## src/rtl/pipeline_ctrl.sv

```systemverilog
// Pipeline hazard/flush/freeze controller with a DEPTH-entry writeback scoreboard.
// Define PIPELINE_CTRL_FORWARD_EN to enable operand forwarding (load-use stalls only).
module pipeline_ctrl #(
  parameter int unsigned REG_W = 4,
  parameter int unsigned DEPTH = 2,
  parameter int unsigned CNT_W = 16
) (
  input  logic             clk,
  input  logic             rst,
  input  logic             idValid,
  input  logic [REG_W-1:0] idRn,
  input  logic [REG_W-1:0] idRm,
  input  logic             idTwoSrc,
  input  logic             idWbEn,
  input  logic             idMemRead,
  input  logic [REG_W-1:0] idDest,
  input  logic             branchTaken,
  input  logic             memReq,
  input  logic             memReady,
  output logic             hazard,
  output logic             flush,
  output logic             freezeAll,
  output logic [2:0]       fwdSel1,
  output logic [2:0]       fwdSel2,
  output logic [CNT_W-1:0] stallCount,
  output logic [CNT_W-1:0] flushCount
);

  typedef struct packed {
    logic             valid;
    logic             wbEn;
    logic             memRead;
    logic [REG_W-1:0] dest;
  } entry_t;

  entry_t [DEPTH-1:0] sbQ, sbD;
  logic   [CNT_W-1:0] stallCntQ, stallCntD;
  logic   [CNT_W-1:0] flushCntQ, flushCntD;

  logic [DEPTH-1:0] matchRn, matchRm, memReadVec;
  logic             hazRaw;
  logic             unusedMemRead;

  always_comb begin
    matchRn    = '0;
    matchRm    = '0;
    memReadVec = '0;
    for (int i = 0; i < int'(DEPTH); i++) begin
      matchRn[i]    = sbQ[i].valid & sbQ[i].wbEn & (sbQ[i].dest == idRn);
      matchRm[i]    = sbQ[i].valid & sbQ[i].wbEn & (sbQ[i].dest == idRm);
      memReadVec[i] = sbQ[i].memRead;
    end
  end

  // Older entries' load flags only travel down the shift chain.
  assign unusedMemRead = ^memReadVec;

  assign freezeAll = memReq & ~memReady;

`ifdef PIPELINE_CTRL_FORWARD_EN
  // Forwarding covers everything except a load result still in EX.
  assign hazRaw = idValid & sbQ[0].memRead & (matchRn[0] | (idTwoSrc & matchRm[0]));

  always_comb begin
    fwdSel1 = 3'd0;
    fwdSel2 = 3'd0;
    // Walk oldest to youngest so the youngest match overwrites.
    for (int i = int'(DEPTH) - 1; i >= 0; i--) begin
      if (matchRn[i]) fwdSel1 = 3'(i + 1);
      if (matchRm[i]) fwdSel2 = 3'(i + 1);
    end
    if (!idValid) begin
      fwdSel1 = 3'd0;
      fwdSel2 = 3'd0;
    end
  end
`else
  assign hazRaw  = idValid & ((|matchRn) | (idTwoSrc & (|matchRm)));
  assign fwdSel1 = 3'd0;
  assign fwdSel2 = 3'd0;
`endif

  // A taken branch squashes the stalled instruction, so flush beats hazard.
  assign flush  = ~rst & ~freezeAll & branchTaken;
  assign hazard = ~rst & ~freezeAll & ~branchTaken & hazRaw;

  always_comb begin
    sbD = sbQ;
    if (!freezeAll) begin
      if (hazard || flush) begin
        sbD[0] = '0;
      end else begin
        sbD[0] = {idValid, idWbEn, idMemRead, idDest};
      end
      for (int i = 1; i < int'(DEPTH); i++) begin
        sbD[i] = sbQ[i-1];
      end
    end
  end

  always_comb begin
    stallCntD = stallCntQ;
    flushCntD = flushCntQ;
    if (hazard && (stallCntQ != '1)) stallCntD = stallCntQ + CNT_W'(1);
    if (flush && (flushCntQ != '1))  flushCntD = flushCntQ + CNT_W'(1);
  end

  always_ff @(posedge clk or posedge rst) begin
    if (rst) begin
      sbQ       <= '0;
      stallCntQ <= '0;
      flushCntQ <= '0;
    end else begin
      sbQ       <= sbD;
      stallCntQ <= stallCntD;
      flushCntQ <= flushCntD;
    end
  end

  assign stallCount = stallCntQ;
  assign flushCount = flushCntQ;

endmodule

```

## config.mk

```make
export PLATFORM = sky130hd
export DESIGN_NAME = pipeline_ctrl
export DESIGN_NICKNAME = d
export VERILOG_FILES = /design/src/rtl/pipeline_ctrl.sv
export SDC_FILE = /design/constraint.sdc
export NUM_CORES = 1
export LEC_CHECK = 0
export ABC_AREA = 0
export CELL_PAD_IN_SITES_DETAIL_PLACEMENT = 2
export CELL_PAD_IN_SITES_GLOBAL_PLACEMENT = 2
export CORE_MARGIN = 2
export CORE_UTILIZATION = 31
export CTS_BUF_LIST = sky130_fd_sc_hd__clkbuf_2
export DETAILED_ROUTE_END_ITERATION = 12
export PLACE_DENSITY_LB_ADDON = 0.1
export SYNTH_ARGS = -nofsm -noshare
export SYNTH_HDL_FRONTEND = slang
export SYNTH_SLANG_ARGS = --single-unit
```

## constraint.sdc

```tcl
create_clock -name clk -period 2.8 [get_ports clk]
set_clock_uncertainty 0.15 [all_clocks]
set_input_delay 0.28 -clock clk [delete_from_list [all_inputs] [get_ports clk]]
set_output_delay 0.28 -clock clk [all_outputs]
set_load 0.02 [all_outputs]
```

==> results of run 1 <==
## power groups by stage
stage	clock [mW]	combinational (mW)	sequential, mW
2_1_floorplan	0	0.146	0.820
3_3_place_gp	0	0.335	0.788
3_5_place_dp	0	0.343	0.791
4_1_cts	0.383	0.346	0.780
5_1_grt	0.404	0.373	0.796
6_report	0.358	0.339	0.779
## cells in the final DEF, fill, tap and decap left out, drive strengths merged
cell type,instances
clkdlybuf4s50,53
dfrtp,44
xnor2,28
nand4,17
xor2,16
nand2,13
mux2,10
nand3,10
and3,9
a22o,6
conb,6
nor2,5
clkbuf,5
buf,5
and4,4
nor4,4
and2,3
clkinv,3
nor2b,2
inv,2
o2111ai,2
ha,2
nor4b,2
or4,2
o31a,1
o21ai,1
a211oi,1
or4b,1
nand2b,1
bufinv,1
dlygate4sd2,1
## stage by stage
step                cell area, sq um  power (mW)
floorplan                       2280       0.966
global placement                2920        1.12
detailed placement              2920        1.13
CTS                             2980        1.51
global route                    2980        1.57
finish                          2980        1.48
## cells by family after synthesis
family	count (synthesis)
compound gates	11
mux	10
xor+xnor	44
buf+inv	15
fa+ha+maj	2
flops	44
simple gates	73
other cells	1
## flip-flops by register name (all words and copies together), names as in the netlist
signal	count
flushCount	16
sbQ	12
stallCount	16
## cell usage after synthesis
master	n	area share, %
conb_1	1	0.17
or4_4	1	0.50
and4_1	4	1.5
nor4b_4	1	1.0
nor4_1	4	1.1
and3_4	1	0.50
ha_1	2	1.1
a211oi_4	1	0.88
and3_1	8	2.2
nand3_1	10	2.2
nor2b_1	2	0.55
or4b_1	1	0.44
o21ai_0	1	0.22
or4_1	1	0.33
nor2_1	5	0.83
buf_4	6	2.0
o2111ai_1	2	0.77
buf_1	1	0.17
a22o_1	6	2.3
and2_1	3	0.83
xor2_1	16	6.2
nor4b_1	1	0.39
buf_2	3	0.66
o31a_1	1	0.39
nand4_1	17	4.7
mux2_2	10	5.0
nand2b_1	1	0.28
xnor2_1	28	11
buf_6	1	0.50
clkbuf_1	1	0.17
nand2_1	13	2.2
dfrtp_1	44	49
inv_1	3	0.50
## cell type report
type / count / area (sq um) / area share (%)
timing repair buffer: 59 / 589 / 19.8
inverter: 3 / 11.3 / 0.378
clock buffer: 5 / 25.0 / 0.839
sequential: 44 / 1100 / 36.9
clock inverter: 3 / 37.5 / 1.26
multi-input combinational: 146 / 1090 / 36.7
tap: 99 / 124 / 4.15
## timing repair
item / 4_1_cts / 5_1_grt
setup endpoints to repair: 1 / 0
endpoints found under the hold margin: 0 / 0
gates resized for setup: 1 / 0
## worst max-delay path by stage
stage | startpoint | end | slack, ns | cells after the start
floorplan | stallCount[6]$_DFFE_PP0P_ | stallCount[1]$_DFFE_PP0P_ | 0.63 | 6
global placement | idRm[0] | hazard | 0.06 | 6
detailed placement | idRm[2] | hazard | 0.05 | 7
CTS | sbQ[9]$_DFFE_PP0N_ | hazard | 0.09 | 6
global route | sbQ[10]$_DFFE_PP0N_ | hazard | 0.04 | 5
finish | sbQ[9]$_DFFE_PP0N_ | hazard | 0.14 | 6
## critical path, delay by kind of cell (launching register included)
family / cells / cell delay, ns
and+or+nand+nor: 4 / 0.87
buffers and inverters: 1 / 0.32
xor gates and xnor gates: 1 / 0.15
DFF: 1 / 0.47
## metal layers
metal,vias to the layer above,part of all wire [%]
met5,-,0
met3,8,3.1
met1,880,45
met4,0,1.3
met2,37,51
li1,810,-
==> impl_results.md, run 1 <==
- Ratio of cells with drive above 1 in the final layout: 9.62%
- Fmax: 376 MHz
- Yosys warns: 0
- Logic pwr share: 23.0%
- Avg Cell Area, Syn: 11.3 sq um
- Leak: 1.26 nW
- Gr busiest metal: met2
- Req. time, crit path: 2.37 ns
- # rows: 31
- First-pass GRT wire length: 9910 microns
- Reg power frac: 52.8%
- Antenna violations before repair: 0
- M3 GR Usage: 3.05%
- Diodes inserted: 0
- WS Path Type: reg2out
- R2r setup slk: 0.44 ns
- Final WS setup: 0.143 ns
- Power density cells: 495 nW/um^2
- Vias per inst: 4.83
- Yosys cell types: 33
- Post-CTS Hold Buffers: 0
- Final worst path period need: 2.66 ns
- Critical path startpoint category: flop
- Post-Synth Adder-Cell Area: 1.10%
- Setup TNS: 0 ns
- Worst hold-check path type: in2async
- Crit path max fanout: 3
- Outcome: finished clean
- Initial Util: 31.6%
- Worst r2r path cells: 7
- Non-Filler Instances: 359
- Slew @ Worst Pin: 0.839 ns
- XOR/XNOR Fraction of Synth Area: 17.0%
- Slew Limit Headroom: 43.7%
- Proportion of power drawn by the clock network: 24.3%
- Highest cell delay on the worst timing path: 0.54 ns
- Congestion Overflow GR: 0
- Die Wd: 89.5 microns
- Maxcap violations: 0
- CTS max path bufs: 2
- Die ar.: 8010 sq um
- TritonCTS clock tree: yes
- Final Cycle Share: 94.9%
- Reg2Reg Capture Point: sbQ[6]$_DFFE_PP0N_
- Compound-cell area share of the yosys netlist: 4.58%
- Dpl ws: 0.0529 ns
- Final antenna-violating net count: 0
- Crit-path slowest cell: or4_4
- Total core area: 7180 sq um
- Met1 global-route usage: 21.1%
- Post-Place Cells: 351
- Crit path capture type: primary output
- 1st-iter DRT viols: 42
- Number of global-route vias before repair: 1,968
- Sw Pwr: 0.458 mW
- Wire per inst: 16.1 microns
- Layout area overhead: 31.6%
- Post-Syn Instances: 200
- Cells along the critical path: xnor2_1 -> nand4_1 -> nor4_1 -> or4_4 -> and2_1 -> dlygate4sd2_1
- Detail Placement HPWL: 4380 microns
- Detailed Route WL: 5780 microns
- Fill cells: 783
- Util after Layout: 41.6%
- Drt drc: 0
- Clk sinks: 44
- R2r startpoint: sbQ[9]$_DFFE_PP0N_
- CTS root buffer: clkbuf_2
- Ports: 62
- Int Pwr: 1.02 mW
- Post-CTS Setup Repair Bufs: 0
- Switching Share: 31.1%
- Hold Slack: 0.167 ns
- GPL Wtd Cong: 0.791
- Largest family of logic cells by synthesized area: simple AND/OR/NAND/NOR gates
- Sequential share of the synthesized area: 48.6%
- Synth Cell Area: 2270 sq um
- RSZ-0062 raised after global routing: false
- Synthesis-stage register bit count: 44
- Vias: 1,735
- Post-synthesis simple-gate area fraction: 19.6%
- DR pass1 iterations: 4
- Max VDD drop: 330 uV
- Final hold viol count: 0
- Final setup violation count: 0
- Post-synthesis mux area share: 4.97%
- Met2 global-route usage: 27.7%
- Pins over their slew limit: 0
- Nets: 282
- Worst-Skew Late Latency: 0.42 ns
- Largest net degree at the start of global routing: 25
- WP data arrival: 2.23 ns
- H-tree levels: 2
- IO Port Bufs: 54
- Die H: 89.5 microns
- CTS clk-pin slew, worst paths: 0.23 ns
- Number of buffers created by CTS: 5
- Gr usage total: 16.3%
(Power assumes the default switching activity.)
==> inputs of run 2 (changes only) <==
- HOLD_SLACK_MARGIN: not set -> 0.15
==> impl_results.md, run 2 (synthesized netlist as in run 1, its figures left out) <==
- Die H: 89.5 microns
- Die ar.: 8010 sq um
- Req. time, crit path: 2.37 ns
- Number of global-route vias before repair: 1,968
- Wire per inst: 16.0 microns
- First-pass GRT wire length: 9910 microns
- Gr usage total: 16.3%
- Ratio of cells with drive above 1 in the final layout: 9.58%
- Ports: 62
- Crit path max fanout: 3
- Proportion of power drawn by the clock network: 24.3%
- 1st-iter DRT viols: 42
- Highest cell delay on the worst timing path: 0.54 ns
- Non-Filler Instances: 360
- Hold_sp: idDest[3]
- Area used by multi-input combinational logic: 1090 sq um
- RSZ-0062 raised after global routing: false
- Final Cycle Share: 95.0%
- Antenna violations before repair: 0
- WS Path Type: reg2out
- Drt drc: 0
- Leak: 1.26 nW
- DR pass1 iterations: 4
- CTS max path bufs: 2
- Fmax: 376 MHz
- Final worst path period need: 2.66 ns
- Util after Layout: 41.7%
- Layout area overhead: 32.0%
- Detailed Route WL: 5760 microns
- Number of buffers created by CTS: 5
- Switching Share: 31.1%
- Worst hold-check path type: in2reg
- Reg2Reg Capture Point: sbQ[6]$_DFFE_PP0N_
- Commonest non-fill, non-tap cell in the layout: clkdlybuf4s50_1
- Final setup violation count: 0
- Largest net degree at the start of global routing: 25
- CTS clk-pin slew, worst paths: 0.23 ns
- Vias per inst: 4.85
- TritonCTS clock tree: yes
- Worst r2r path cells: 7
- Logic pwr share: 23.0%
- Post-CTS Setup Repair Bufs: 0
- Maxcap violations: 0
- Fill cells: 782
- Crit path capture type: primary output
- Most frequent cells in the layout: 53 x clkdlybuf4s50_1, 44 x dfrtp_1, 28 x xnor2_1
- Met1 global-route usage: 21.1%
- Critical path startpoint category: flop
- Total core area: 7180 sq um
- Nets: 283
- Congestion Overflow GR: 0
- Gr busiest metal: met2
- Outcome: finished clean
- CTS root buffer: clkbuf_2
- Crit-path slowest cell: or4_4
- R2r setup slk: 0.43 ns
- Max VDD drop: 330 uV
- IO Port Bufs: 54
- # rows: 31
- Final antenna-violating net count: 0
- GPL Wtd Cong: 0.791
- Storage cell area: 1100 sq um
- Min-Delay Endpoint: sbQ[3]$_DFFE_PP0N_
- Post-Place Cells: 351
- R2r startpoint: sbQ[9]$_DFFE_PP0N_
- Reg power frac: 52.7%
- Detail Placement HPWL: 4380 microns
- Pins over their slew limit: 0
- M3 GR Usage: 3.05%
- Diodes inserted: 0
- Die Wd: 89.5 microns
- Int Pwr: 1.02 mW
- Slew @ Worst Pin: 0.844 ns
- Sw Pwr: 0.459 mW
- Power density cells: 494 nW/um^2
- Met2 global-route usage: 27.7%
- H-tree levels: 2
- Initial Util: 31.6%
- Final hold viol count: 0
- Worst-Skew Late Latency: 0.42 ns
- Hold Path Depth: 2
- Clk sinks: 44
- Placed cell areas: 2920 sq um
- Fin area: 2990 sq um
- Slew Limit Headroom: 43.4%
- Vias: 1,746
- WP data arrival: 2.23 ns
- Cells along the critical path: xnor2_1 -> nand4_1 -> nor4_1 -> or4_4 -> and2_1 -> dlygate4sd2_1
- Setup TNS: 0 ns
[run 2: stage by stage]
stage               total power [mW]  hold slack (ns)  setup WS (ns)
global placement                1.12            0.331         0.0610
floorplan                      0.966            0.263          0.625
CTS                             1.51            0.244         0.0869
global route                    1.57            0.239         0.0438
finish                          1.48            0.288          0.140
detailed placement              1.13            0.332         0.0529
[run 2: what timing repair did]
item                       in CTS  in global routing
setup endpoints to repair       1                  0
gates resized for setup         1                  0
hold endpoints to repair       10                  0
hold buffers                    1                  0
[run 2: worst max path at each step]
stage	start	to	slack (ns)	depth (start not counted)
final	sbQ[9]$_DFFE_PP0N_	hazard	0.14	6
after floorplan	stallCount[6]$_DFFE_PP0P_	stallCount[1]$_DFFE_PP0P_	0.63	6
after detailed placement	idRm[2]	hazard	0.05	7
after CTS	sbQ[9]$_DFFE_PP0N_	hazard	0.09	6
after global routing	sbQ[10]$_DFFE_PP0N_	hazard	0.04	5
after global placement	idRm[0]	hazard	0.06	6
[run 2: metal layers]
layer	part of all wire [%]	routed length, microns
met5	0	0
met3	3.2	183
met4	1.2	72
met1	45	2580
met2	51	2930
[run 2: critical path: cells and delay by family (launching register included)]
family	cells	cell delay, ns
buf+inv	1	0.32
xor+xnor	1	0.15
simple gates	4	0.87
flops	1	0.47
[run 2: layout make-up]
cell class | count | share of cell area [%]
clock inverters | 3 | 1.25
flip-flops and latches | 44 | 36.8
multi-input cells | 146 | 36.6
well taps | 99 | 4.14
clock buffers | 5 | 0.836
repair buffers | 60 | 20.0
inverters | 3 | 0.376
[run 2: power groups by stage]
stage                     clock network, mW  logic (mW)  registers [mW]
after CTS                             0.383       0.347           0.780
after global placement                    0       0.335           0.788
final                                 0.359       0.340           0.779
after floorplan                           0       0.146           0.820
after global routing                  0.404       0.374           0.796
after detailed placement                  0       0.343           0.791
